[src/rtl/cla_pkg.sv]
// Shared constants, types and helpers for the pipelined carry-lookahead adder.
// Default geometry is a 32-bit adder split into two 16-bit stages of 4-bit groups.
package cla_pkg;

    localparam int CLA_WIDTH  = 32;
    localparam int CLA_GROUP  = 4;
    localparam int CLA_STAGES = 2;

    typedef struct packed {
        logic p;
        logic g;
    } grp_pg_t;

    // Lookahead groups handled inside one pipeline stage.
    function automatic int group_count(int width, int group, int stages);
        return width / (group * stages);
    endfunction

endpackage

[src/rtl/cla_group.sv]
// One GROUP-bit lookahead cell: sum bits from a group carry-in, plus the
// group propagate/generate pair consumed by the second-level lookahead.
module cla_group
    import cla_pkg::*;
#(
    parameter int GROUP = CLA_GROUP
) (
    input  logic [GROUP-1:0] p,
    input  logic [GROUP-1:0] g,
    input  logic             c_in,
    output logic [GROUP-1:0] s,
    output logic             gp,
    output logic             gg
);

    logic [GROUP-1:0] c;

    always_comb begin
        c    = '0;
        c[0] = c_in;
        for (int i = 1; i < GROUP; i++) begin
            c[i] = g[i-1] | (p[i-1] & c[i-1]);
        end
    end

    assign s  = p ^ c;
    assign gp = &p;

    always_comb begin
        gg = 1'b0;
        for (int i = 0; i < GROUP; i++) begin
            gg = g[i] | (p[i] & gg);
        end
    end

endmodule

[src/rtl/pipelined_cla_adder.sv]
// Valid/ready pipelined adder/subtractor: stage k sums operand slice k with
// two-level carry lookahead, forwarding unsummed operands with the beat.
module pipelined_cla_adder
    import cla_pkg::*;
#(
    parameter int WIDTH  = CLA_WIDTH,
    parameter int GROUP  = CLA_GROUP,
    parameter int STAGES = CLA_STAGES
) (
    input  logic             clk,
    input  logic             rst_n,
    input  logic             in_valid,
    output logic             in_ready,
    input  logic [WIDTH-1:0] a,
    input  logic [WIDTH-1:0] b,
    input  logic             cin,
    input  logic             sub,
    output logic             out_valid,
    input  logic             out_ready,
    output logic [WIDTH-1:0] sum,
    output logic             cout,
    output logic             ovf
);

    localparam int SW  = WIDTH / STAGES;
    localparam int NG  = group_count(WIDTH, GROUP, STAGES);
    localparam int NOP = (STAGES > 1) ? STAGES - 1 : 1;

    if (WIDTH % (GROUP * STAGES) != 0) begin : g_bad_geometry
        $error("WIDTH must be a multiple of GROUP*STAGES");
    end

    logic             rv  [STAGES];
    logic             rc  [STAGES];
    logic             adv [STAGES];
    logic [WIDTH-1:0] rs  [STAGES];
    logic [WIDTH-1:0] ra  [NOP];
    logic [WIDTH-1:0] rb  [NOP];
    logic             ro;

    for (genvar k = 0; k < STAGES; k++) begin : g_stage
        logic             iv;
        logic             ic;
        logic [WIDTH-1:0] ia;
        logic [WIDTH-1:0] ib;
        logic [WIDTH-1:0] is;
        logic [WIDTH-1:0] ns;
        logic [SW-1:0]    sp;
        logic [SW-1:0]    sg;
        logic [SW-1:0]    ss;
        logic [NG:0]      gc;
        grp_pg_t [NG-1:0] pg;

        // Subtraction folds into addition of ~b with a forced carry-in.
        if (k == 0) begin : g_head
            assign iv = in_valid;
            assign ic = sub | cin;
            assign ia = a;
            assign ib = sub ? ~b : b;
            assign is = '0;
        end else begin : g_body
            assign iv = rv[k-1];
            assign ic = rc[k-1];
            assign ia = ra[k-1];
            assign ib = rb[k-1];
            assign is = rs[k-1];
        end

        assign sp = ia[k*SW +: SW] ^ ib[k*SW +: SW];
        assign sg = ia[k*SW +: SW] & ib[k*SW +: SW];

        for (genvar j = 0; j < NG; j++) begin : g_grp
            cla_group #(
                .GROUP (GROUP)
            ) u_grp (
                .p    (sp[j*GROUP +: GROUP]),
                .g    (sg[j*GROUP +: GROUP]),
                .c_in (gc[j]),
                .s    (ss[j*GROUP +: GROUP]),
                .gp   (pg[j].p),
                .gg   (pg[j].g)
            );
        end

        // Flattened sum-of-products so no carry ripples between groups.
        always_comb begin
            logic t;
            logic acc;
            gc    = '0;
            gc[0] = ic;
            for (int j = 0; j < NG; j++) begin
                t = ic;
                for (int i = 0; i <= j; i++) begin
                    t = t & pg[i].p;
                end
                acc = t;
                for (int i = 0; i <= j; i++) begin
                    t = pg[i].g;
                    for (int m = i + 1; m <= j; m++) begin
                        t = t & pg[m].p;
                    end
                    acc = acc | t;
                end
                gc[j+1] = acc;
            end
        end

        always_comb begin
            ns              = is;
            ns[k*SW +: SW]  = ss;
        end

        if (k == STAGES - 1) begin : g_tail
            logic unused_ops;
            assign unused_ops = ^{ia, ib};
            assign adv[k] = !rv[k] | out_ready;

            always_ff @(posedge clk or negedge rst_n) begin
                if (!rst_n) begin
                    ro <= 1'b0;
                end else if (adv[k] && iv) begin
                    ro <= (ia[WIDTH-1] == ib[WIDTH-1]) &&
                          (ns[WIDTH-1] != ia[WIDTH-1]);
                end
            end
        end else begin : g_fwd
            assign adv[k] = !rv[k] | adv[k+1];

            always_ff @(posedge clk or negedge rst_n) begin
                if (!rst_n) begin
                    ra[k] <= '0;
                    rb[k] <= '0;
                end else if (adv[k] && iv) begin
                    ra[k] <= ia;
                    rb[k] <= ib;
                end
            end
        end

        always_ff @(posedge clk or negedge rst_n) begin
            if (!rst_n) begin
                rv[k] <= 1'b0;
                rc[k] <= 1'b0;
                rs[k] <= '0;
            end else if (adv[k]) begin
                rv[k] <= iv;
                if (iv) begin
                    rc[k] <= gc[NG];
                    rs[k] <= ns;
                end
            end
        end
    end

    assign in_ready  = rst_n & adv[0];
    assign out_valid = rv[STAGES-1];
    assign sum       = rs[STAGES-1];
    assign cout      = rc[STAGES-1];
    assign ovf       = ro;

endmodule
[config.mk]
export PLATFORM = sky130hd
export DESIGN_NAME = pipelined_cla_adder
export DESIGN_NICKNAME = d
export VERILOG_FILES = /design/src/rtl/cla_pkg.sv /design/src/rtl/cla_group.sv /design/src/rtl/pipelined_cla_adder.sv
export SDC_FILE = /design/constraint.sdc
export NUM_CORES = 1
export LEC_CHECK = 0
export ABC_AREA = 1
export BUFFER_PORTS_ARGS = -buffer_cell sky130_fd_sc_hd__buf_2
export CORE_ASPECT_RATIO = 0.5
export CORE_MARGIN = 1
export CORE_UTILIZATION = 32
export DETAILED_ROUTE_END_ITERATION = 16
export GPL_TIMING_DRIVEN = 0
export PLACE_DENSITY = 0.5
export SYNTH_ARGS = -nofsm -noshare
export SYNTH_HDL_FRONTEND = slang
export SYNTH_SLANG_ARGS = --single-unit
[constraint.sdc]
create_clock -name clk -period 3.63 [get_ports clk]
set_input_delay 0.1815 -clock clk [delete_from_list [all_inputs] [get_ports clk]]
set_output_delay 0.1815 -clock clk [all_outputs]
set_load 0.01 [all_outputs]
==> results.json, run 1 <==
{
  "status": "finished, final reports clean",
  "hp-start": "a[25]",
  "ys_ff_latch": 85,
  "grt_pass1_wl_microns": 18400,
  "whs_endpoint": "g_stage[1].ia[25]",
  "crit_slowest_cell": "fa_1",
  "netlist_area_sq_um": 4900,
  "synth_most_common_cell": "nand2_1",
  "cts_max_level": 3,
  "ios": 106,
  "avgSynthCellArea_sq_um": 9.03,
  "worstHoldPathCells": 3,
  "synthFlopType": "dfrtp_1",
  "nNetsFinal": 786,
  "cap_viol_max_count": 0,
  "drc": 0,
  "cts_resized": 0,
  "fp-row-count": 31,
  "cts.path.max_buffers": 2,
  "die-area_sq_um": 15900,
  "die_y_microns": 89.5,
  "muxShareOfSynthArea_pct": 0,
  "drtAntennaViolNets": 0,
  "synthTopCellsByCount": "nand2_1 (209), dfrtp_1 (85), inv_1 (41), xnor2_1 (33), ha_1 (32)",
  "dp.final_hpwl_microns": 8770,
  "start_util_pct": 33.4,
  "ys_warn_count": 0,
  "antenna_cells": 0,
  "synthArstFlopShare_pct": 100,
  "cts_tree": "built",
  "irDropWorstVdd_mv": 0.220,
  "die_w_microns": 177,
  "p_leak_nw": 3.15,
  "reg2reg_slack_ps": 590,
  "rr_startpoint": "g_stage[1].ia[23]",
  "root_buffer": "clkbuf_16",
  "grt_usage_pct": 15.1,
  "clkPwrFrac_pct": 25.4,
  "slew_headroom_pct": 63.5,
  "grt_start_max_net_pins": 70,
  "synth_area_leaders": "dfrtp_1 (43%), nand2_1 (16%), fa_1 (9.8%), ha_1 (8.2%), xnor2_1 (5.9%)",
  "fmaxAchievable_ghz": 0.311,
  "netSwitchingPower_mw": 1.21,
  "firstDrtPassIters": 6,
  "post-route-util_pct": 40.8,
  "gp_routability_congestion": 0.801,
  "finalClockSkew_ps": 10.6,
  "via_per_inst": 4.29,
  "synth_top_area_share_pct": 43.4,
  "postCtsSetupBuffers": 0,
  "internal_power_mw": 2.21,
  "cts_buffers": 9,
  "p_per_area_nw_per_um2": 570,
  "cp_max_fo": 10,
  "timing.final.crit_share_pct": 88.7,
  "core-area_sq_um": 14700,
  "cts_hold_buf": 1,
  "synth.net_count": 669,
  "overflow": 0,
  "critical_path.cell_chain": "buf_4 > buf_4 > xnor2_1 > inv_1 > ha_1 > nand4_1 > nor2_1 > nand2_1 > nand2_1 > nor2_1 > nor3_1 > nor2_1 > fa_1 > fa_1 > fa_1 > xor2_1 > o21ai_0",
  "seqPwrFrac_pct": 41.2,
  "cp.arrival_ps": 3480,
  "worstSkewPairLatency_ps": 330,
  "ys_seq_area_share_pct": 43.4,
  "port_buffers": 104,
  "synth-edff-count": 0,
  "startpoint_type": "input port",
  "setup_violations": 0,
  "synth.distinct_cells": 28,
  "tightestPinTransition_ps": 547,
  "drt_wl_total_microns": 11200,
  "min_period_ps": 3220,
  "via_count": 3703,
  "grt_pass1_vias": 3662,
  "hold_viol_final": 0,
  "finalSetupTns_ps": 0,
  "p_sw_share_pct": 35.4,
  "synth_compound_area_share_pct": 5.15,
  "grt_setup_unrepaired": "no",
  "cp_slowest_stage_delay_ps": 440,
  "hp-class": "in2reg",
  "wl_per_cell_microns": 13.0,
  "drv_slew": 0,
  "comb_power_share_pct": 33.3,
  "cts_sinks": 85,
  "critPathRequiredTime_ps": 3890,
  "synthAdderAreaFrac_pct": 18.0,
  "drt_iter0_markers": 135,
  "cts.reportedPaths.clkPinSlew_ps": 70,
  "synth_top_family_by_area": "simple AND/OR/NAND/NOR gates",
  "final_layout_size_suffix_gt1_share_pct": 22.3,
  "reg2reg_depth": 12,
  "antenna_found_initial": 0,
  "syn2layout_area_growth_pct": 22.3,
  "netlist_instances": 543,
  "crit_path_end_kind": "register",
  "synth_xor_area_share_pct": 7.32,
  "r2r_end": "ovf",
  "synth_top_area_cell": "dfrtp_1",
  "synth-simple-area-share_pct": 20.6,
  "path_class": "in2reg",
  "fillCellCount": 1544
}
## logic make-up (layout without fill, tap and decap cells)
group / count (synthesis) / count (layout)
adder cells (fa/ha/maj): 56 / 56
flip-flops: 85 / 85
buffers and inverters: 64 / 186
AO/OA/AOI/OAI: 48 / 48
XOR/XNOR: 41 / 41
AND/OR/NAND/NOR: 249 / 249
## registers in the layout (all words and copies together) (netlist names)
register and cells:
g_stage.ic 1, g_stage.ia 16, g_stage.iv 1, out_valid 1
ovf 1, sum 32, g_stage.ib 16, cout 1
g_stage.is 16
## power groups by stage
stage | clock (mW) | combinational (mW) | sequential, mW
after floorplan | 0 | 0.658 | 1.48
final | 0.868 | 1.14 | 1.41
after detailed placement | 0 | 1.16 | 1.43
after global routing | 0.944 | 1.33 | 1.45
after global placement | 0 | 1.14 | 1.43
after CTS | 0.894 | 1.17 | 1.42
## stage by stage
step	instances	setup WS, ps	hold slack (ps)	power [mW]	area, sq um
final	863	412	40.4	3.42	6000
after global routing	863	76.7	26.5	3.72	6000
after CTS	863	365	27.6	3.48	6000
after floorplan	543	373	-114	2.14	4900
after global placement	845	21.6	377	2.57	5670
after detailed placement	846	29.3	78.8	2.59	5700
## layout by cell type, fill, tap and decap left out, types with 8 or more instances in the layout
cell type  netlist  layout
nand3_1         10      10
o21ai_0         25      25
nand2_1        209     209
o21ai_1         13      13
clkbuf_16        0       9
fa_1            24      24
xnor2_1         33      33
buf_2            9     112
ha_1            32      32
inv_1           41      41
nor2_1          15      15
dfrtp_1         85      85
xor2_1           8       8
## metal layers
layer / GRT usage (%) / share of wire, %
met1: 20.8 / 49
met2: 24.9 / 46
met3: 3.32 / 4.9
met4: 2.82 / 0.64
met5: 0 / 0
## cell type report
cell class                      count  area [sq um]  share of cell area (%)
Inverter                           44           165                    2.75
Clock buffer                       10           239                    3.99
Timing Repair Buffer              106           561                    9.35
Buffer                             20           109                    1.82
Multi-Input combinational cell    394          2500                    41.7
Tap cell                          198           248                    4.13
Sequential cell                    85          2130                    35.5
Clock inverter                      6          45.0                   0.751
## how the worst max path moves through the flow
stage | to | slack (ps) | cells past startpoint | startpoint
floorplan | g_stage[1].is[15] | 370 | 17 | sub
global placement | g_stage[1].is[15] | 20 | 17 | sub
detailed placement | g_stage[1].is[15] | 30 | 17 | sub
CTS | g_stage[1].is[15] | 370 | 17 | sub
global route | g_stage[1].is[15] | 80 | 17 | sub
finish | g_stage[1].is[15] | 410 | 17 | sub
## critical path: cells and delay by family
kind,cells,cell delay [ps]
compound gates,1,130
xor+xnor,2,410
fa+ha+maj,4,1590
buf+inv,3,440
simple gates,7,720
(Power assumes the default switching activity.)
==> run 2, diff against run 1 <==
--- a/config.mk
+++ b/config.mk
@@ -12,7 +12,6 @@
 export CORE_UTILIZATION = 32
 export DETAILED_ROUTE_END_ITERATION = 16
 export GPL_TIMING_DRIVEN = 0
-export PLACE_DENSITY = 0.5
 export SYNTH_ARGS = -nofsm -noshare
 export SYNTH_HDL_FRONTEND = slang
 export SYNTH_SLANG_ARGS = --single-unit
==> constraint.sdc (replaced) <==
create_clock -name clk -period 3.64 [get_ports clk]
set_input_delay 0.182 -clock clk [delete_from_list [all_inputs] [get_ports clk]]
set_output_delay 0.182 -clock clk [all_outputs]
set_load 0.01 [all_outputs]
==> run 2 against run 1 <==
Compared with the run above: die area unchanged; combinational power about the same; highest routed layer unchanged; worst hold slack better by 4.3 ps; via count up 1.3%; total power up 0.87%; cell count down 0.12%; sequential cell count unchanged; largest power group unchanged; first-iteration DRC count up 12%.
==> results.json, run 2 (synthesized netlist as in run 1, its figures left out) <==
{
  "firstDrtPassIters": 4,
  "worstSkewPairLatency_ps": 330,
  "startpoint_type": "input port",
  "cp_max_fo": 10,
  "antenna_cells": 0,
  "critPathRequiredTime_ps": 3900,
  "crit_buf_inv": 3,
  "die_w_microns": 177,
  "stdcell_count": 862,
  "cts.path.max_buffers": 2,
  "cts_tree": "built",
  "antenna_found_initial": 0,
  "port_buffers": 104,
  "final_layout_size_suffix_gt1_share_pct": 22.1,
  "grt_pass1_wl_microns": 18100,
  "grt_setup_unrepaired": "no",
  "largest_reg_flops": 32,
  "p_per_area_nw_per_um2": 574,
  "finalSetupTns_ps": 0,
  "crit_path_end_kind": "register",
  "p_leak_nw": 3.16,
  "layout_commonest_cell": "nand2_1",
  "layout_common_cells": "nand2_1 (209), buf_2 (112), dfrtp_1 (85)",
  "drc": 0,
  "drt_wl_total_microns": 11300,
  "min_period_ps": 3260,
  "tightestPinTransition_ps": 547,
  "wl_per_cell_microns": 13.1,
  "fmaxAchievable_ghz": 0.307,
  "start_util_pct": 33.4,
  "status": "finished, final reports clean",
  "drt_iter0_markers": 151,
  "cts_max_level": 3,
  "preCtsSetupSlack_ps": -7.22,
  "syn2layout_area_growth_pct": 22.4,
  "via_count": 3752,
  "post-route-util_pct": 40.8,
  "path_class": "in2reg",
  "grt_usage_pct": 15.0,
  "critical_path.cell_chain": "buf_4 > buf_4 > xnor2_1 > inv_1 > ha_1 > nand4_1 > nor2_1 > nand2_1 > nand2_1 > nor2_1 > nor3_1 > nor2_1 > fa_1 > fa_1 > fa_1 > xor2_1 > o21ai_0",
  "root_buffer": "clkbuf_16",
  "drtAntennaViolNets": 0,
  "nNetsFinal": 786,
  "crit_slowest_cell": "fa_1",
  "drv_slew": 0,
  "irDropWorstVdd_mv": 0.257,
  "overflow": 0,
  "via_per_inst": 4.35,
  "hp-class": "in2reg",
  "place_inst": 846,
  "fin_ws_ps": 383,
  "die_y_microns": 89.5,
  "cts.reportedPaths.clkPinSlew_ps": 60,
  "timing.final.crit_share_pct": 89.5,
  "die-area_sq_um": 15900,
  "hold_viol_final": 0,
  "finalClockSkew_ps": 7.45,
  "slew_headroom_pct": 63.5,
  "cp.arrival_ps": 3510,
  "core-area_sq_um": 14700,
  "gp_routability_congestion": 0.817,
  "fp-row-count": 31,
  "cts_buffers": 9,
  "cp_slowest_stage_delay_ps": 430,
  "cts_sinks": 85,
  "cts_resized": 0,
  "dp.final_hpwl_microns": 8820,
  "cap_viol_max_count": 0,
  "path_delay_family": "adder cells",
  "grt_pass1_vias": 3648,
  "design_power_total_mw": 3.45,
  "ios": 106,
  "setup_violations": 0,
  "grt_start_max_net_pins": 60
}
## run 2: power by group
part | total (mW) | switching, mW | internal, mW
combinational | 1.15 | 0.653 | 0.493
sequential | 1.41 | 0.183 | 1.23
clock | 0.892 | 0.365 | 0.527
total | 3.45 | 1.20 | 2.25
## run 2: repair_timing
item,4_1_cts,5_1_grt
hold buffers,1,0
hold endpoints to repair,27,0
setup buffers,0,0
## run 2: worst register-to-register path: cells and delay by family, from the launching register on
family,cells,cell delay (ps)
AOI/OAI and AO/OA,1,190
adders and majority gates,4,1540
and+or+nand+nor,8,680
xor gates and xnor gates,1,150
DFF,1,410
## run 2: metrics by stage
step | hold slack (ps) | cell area, sq um
floorplan | -114 | 4900
global placement | 378 | 5670
detailed placement | 124 | 5700
CTS | 31.2 | 6000
global route | 38.3 | 6000
finish | 44.7 | 6000
## run 2: worst paths after layout
check,from,end,slack [ps],cells after the start
max,sub,g_stage[1].is[15],380,17
min,a[17],g_stage[1].ia[17],40,3
max reg2reg,g_stage[1].ia[21],ovf,580,14
min reg2reg,sum[14],sum[14],470,2
max in group asynchronous,rst_n,g_stage[1].ia[24],2710,3
min in group asynchronous,rst_n,g_stage[1].is[14],320,2
## run 2: final cells by class
type / instances / area (sq um)
clock inverter: 6 / 65.1
inverter: 44 / 165
fill: 1546 / 8700
timing repair buffer: 106 / 561
multi-input combinational: 394 / 2500
buffer: 20 / 109
clock buffer: 9 / 225
sequential: 85 / 2130
tap: 198 / 248
## run 2: metal layers
layer | global-route usage [%] | vias to the layer above | wire length [microns]
met2 | 26.1 | 55 | 5340
li1 | - | 1929 | -
met5 | 0 | - | 0
met3 | 3.15 | 6 | 444
met4 | 3.06 | 0 | 63
met1 | 19.5 | 1762 | 5420
==> run 3, diff against run 2 <==
--- a/config.mk
+++ b/config.mk
@@ -7,11 +7,15 @@
 export LEC_CHECK = 0
 export ABC_AREA = 1
 export BUFFER_PORTS_ARGS = -buffer_cell sky130_fd_sc_hd__buf_2
+export CELL_PAD_IN_SITES_DETAIL_PLACEMENT = 0
+export CELL_PAD_IN_SITES_GLOBAL_PLACEMENT = 1
 export CORE_ASPECT_RATIO = 0.5
 export CORE_MARGIN = 1
 export CORE_UTILIZATION = 32
 export DETAILED_ROUTE_END_ITERATION = 16
 export GPL_TIMING_DRIVEN = 0
+export MAX_ROUTING_LAYER = met4
+export PLACE_DENSITY_LB_ADDON = 0.1
 export SYNTH_ARGS = -nofsm -noshare
 export SYNTH_HDL_FRONTEND = slang
 export SYNTH_SLANG_ARGS = --single-unit
==> run 3 against run 2 <==
Compared with the run above: via count fell by 1.3%; sequential cell count did not move; register-to-register slack improved by 60 ps; combinational power barely moved; die area did not move; highest routed layer unchanged.
==> results.json, run 3 (synthesized netlist as in run 1, its figures left out) <==
{
  "cap_viol_max_count": 0,
  "drt_wl_total_microns": 11600,
  "critPathRequiredTime_ps": 3910,
  "gp_routability_congestion": 0.804,
  "grt_setup_unrepaired": "no",
  "via_count": 3702,
  "crit_path_end_kind": "register",
  "overflow": 0,
  "finalClockSkew_ps": 7.68,
  "slew_headroom_pct": 59.1,
  "cts_tree": "built",
  "final-seq-area_sq_um": 2130,
  "drv_slew": 0,
  "cts_max_level": 3,
  "root_buffer": "clkbuf_16",
  "timing.hold.ws_ps": 34.0,
  "core-area_sq_um": 14700,
  "antenna_cells": 0,
  "placed_area_sq_um": 5700,
  "worstSkewPairLatency_ps": 340,
  "drt_iter0_markers": 125,
  "worstHoldPathCells": 3,
  "die-area_sq_um": 15900,
  "antenna_found_initial": 0,
  "hp-class": "in2reg",
  "layout_common_cells": "nand2_1 (209), buf_2 (112), dfrtp_1 (85)",
  "status": "finished, final reports clean",
  "syn2layout_area_growth_pct": 23.1,
  "p_per_area_nw_per_um2": 587,
  "start_util_pct": 33.4,
  "die_y_microns": 89.5,
  "final_area_sq_um": 6030,
  "cp_max_fo": 10,
  "reg2reg_depth": 12,
  "tightestPinTransition_ps": 614,
  "timing.final.crit_share_pct": 88.9,
  "drtAntennaViolNets": 0,
  "min_period_ps": 3240,
  "hold_viol_final": 0,
  "irDropWorstVdd_mv": 0.206,
  "p_leak_nw": 3.17,
  "cts.path.max_buffers": 2,
  "port_buffers": 104,
  "drc": 0,
  "dp.final_hpwl_microns": 8900,
  "grt_pass1_wl_microns": 19000,
  "fp-row-count": 31,
  "largest_reg_flops": 32,
  "cts_sinks": 85,
  "via_per_inst": 4.29,
  "cts_buffers": 9,
  "final_layout_size_suffix_gt1_share_pct": 22.1,
  "grt_start_max_net_pins": 63,
  "nNetsFinal": 786,
  "ios": 106,
  "die_w_microns": 177,
  "fmaxAchievable_ghz": 0.309,
  "multi_input_area_sq_um": 2500,
  "path_class": "in2reg",
  "firstDrtPassIters": 4,
  "startpoint_type": "input port",
  "wl_per_cell_microns": 13.4,
  "postCtsSetupBuffers": 0,
  "grt_pass1_vias": 3660,
  "setup_violations": 0,
  "fillCellCount": 1582,
  "cp.arrival_ps": 3500,
  "layout_commonest_cell": "nand2_1",
  "grt_usage_pct": 16.5,
  "cts.reportedPaths.clkPinSlew_ps": 70
}
-- run 3: per-stage QoR --
step                util, %  cells  setup TNS [ps]  worst slack [ps]  power, mW
floorplan                 -    543               0               383       2.13
global placement       38.6    845               0              23.7       2.57
detailed placement     38.8    846           -9.86             -9.86       2.59
CTS                    41.1    863               0               354       3.61
global route           41.1    863               0               221       3.85
finish                 41.1    863               0               404       3.54
-- run 3: worst max-delay path, stage by stage --
cell     delay [ps]
buf_4           150
buf_4           210
xnor2_1         270
inv_1            80
ha_1            310
nand4_1         100
nor2_1          230
nand2_1          80
nand2_1          70
nor2_1           60
nor3_1          140
nor2_1           80
fa_1            420
fa_1            420
fa_1            420
xor2_1          150
o21ai_0         130
-- run 3: layout make-up --
class | count | area share [%]
clock inverters | 6 | 1.56
clock buffers | 10 | 3.79
well taps | 198 | 4.11
repair buffers | 106 | 9.29
plain buffers | 20 | 1.80
multi-input cells | 394 | 41.5
inverters | 44 | 2.74
flip-flops and latches | 85 | 35.2
-- run 3: final timing paths --
| path | start | to | slack, ps |
|---|---|---|---|
| min in group asynchronous | rst_n | g_stage[1].is[13] | 280 |
| worst max register to register | g_stage[1].ia[23] | ovf | 640 |
| max in group asynchronous | rst_n | g_stage[1].ia[21] | 2720 |
| worst min-delay path | a[17] | g_stage[1].ia[17] | 30 |
| worst min register to register | g_stage[1].is[5] | sum[5] | 470 |
| worst max-delay path | sub | g_stage[1].is[15] | 400 |
-- run 3: what timing repair did --
action	4_1_cts	5_1_grt
resized for setup	0	0
endpoints found under the hold margin	24	0
hold buffers	1	0
-- run 3: metal layers --
layer  routed length (microns)  up-vias  track usage (%)
li1                          -     1929                -
met1                      6070     1690             22.3
met2                      5010       73             25.5
met3                       398       10             3.23
met4                        86        0             3.76
met5                         0        -                -
-- run 3: where the power goes --
| part | internal [mW] | leakage [nW] | switching (mW) | total (mW) |
|---|---|---|---|---|
| registers | 1.22 | 1.04 | 0.177 | 1.40 |
| clock network | 0.607 | 0.154 | 0.388 | 0.996 |
| logic | 0.490 | 1.98 | 0.652 | 1.14 |
| total | 2.32 | 3.17 | 1.22 | 3.54 |
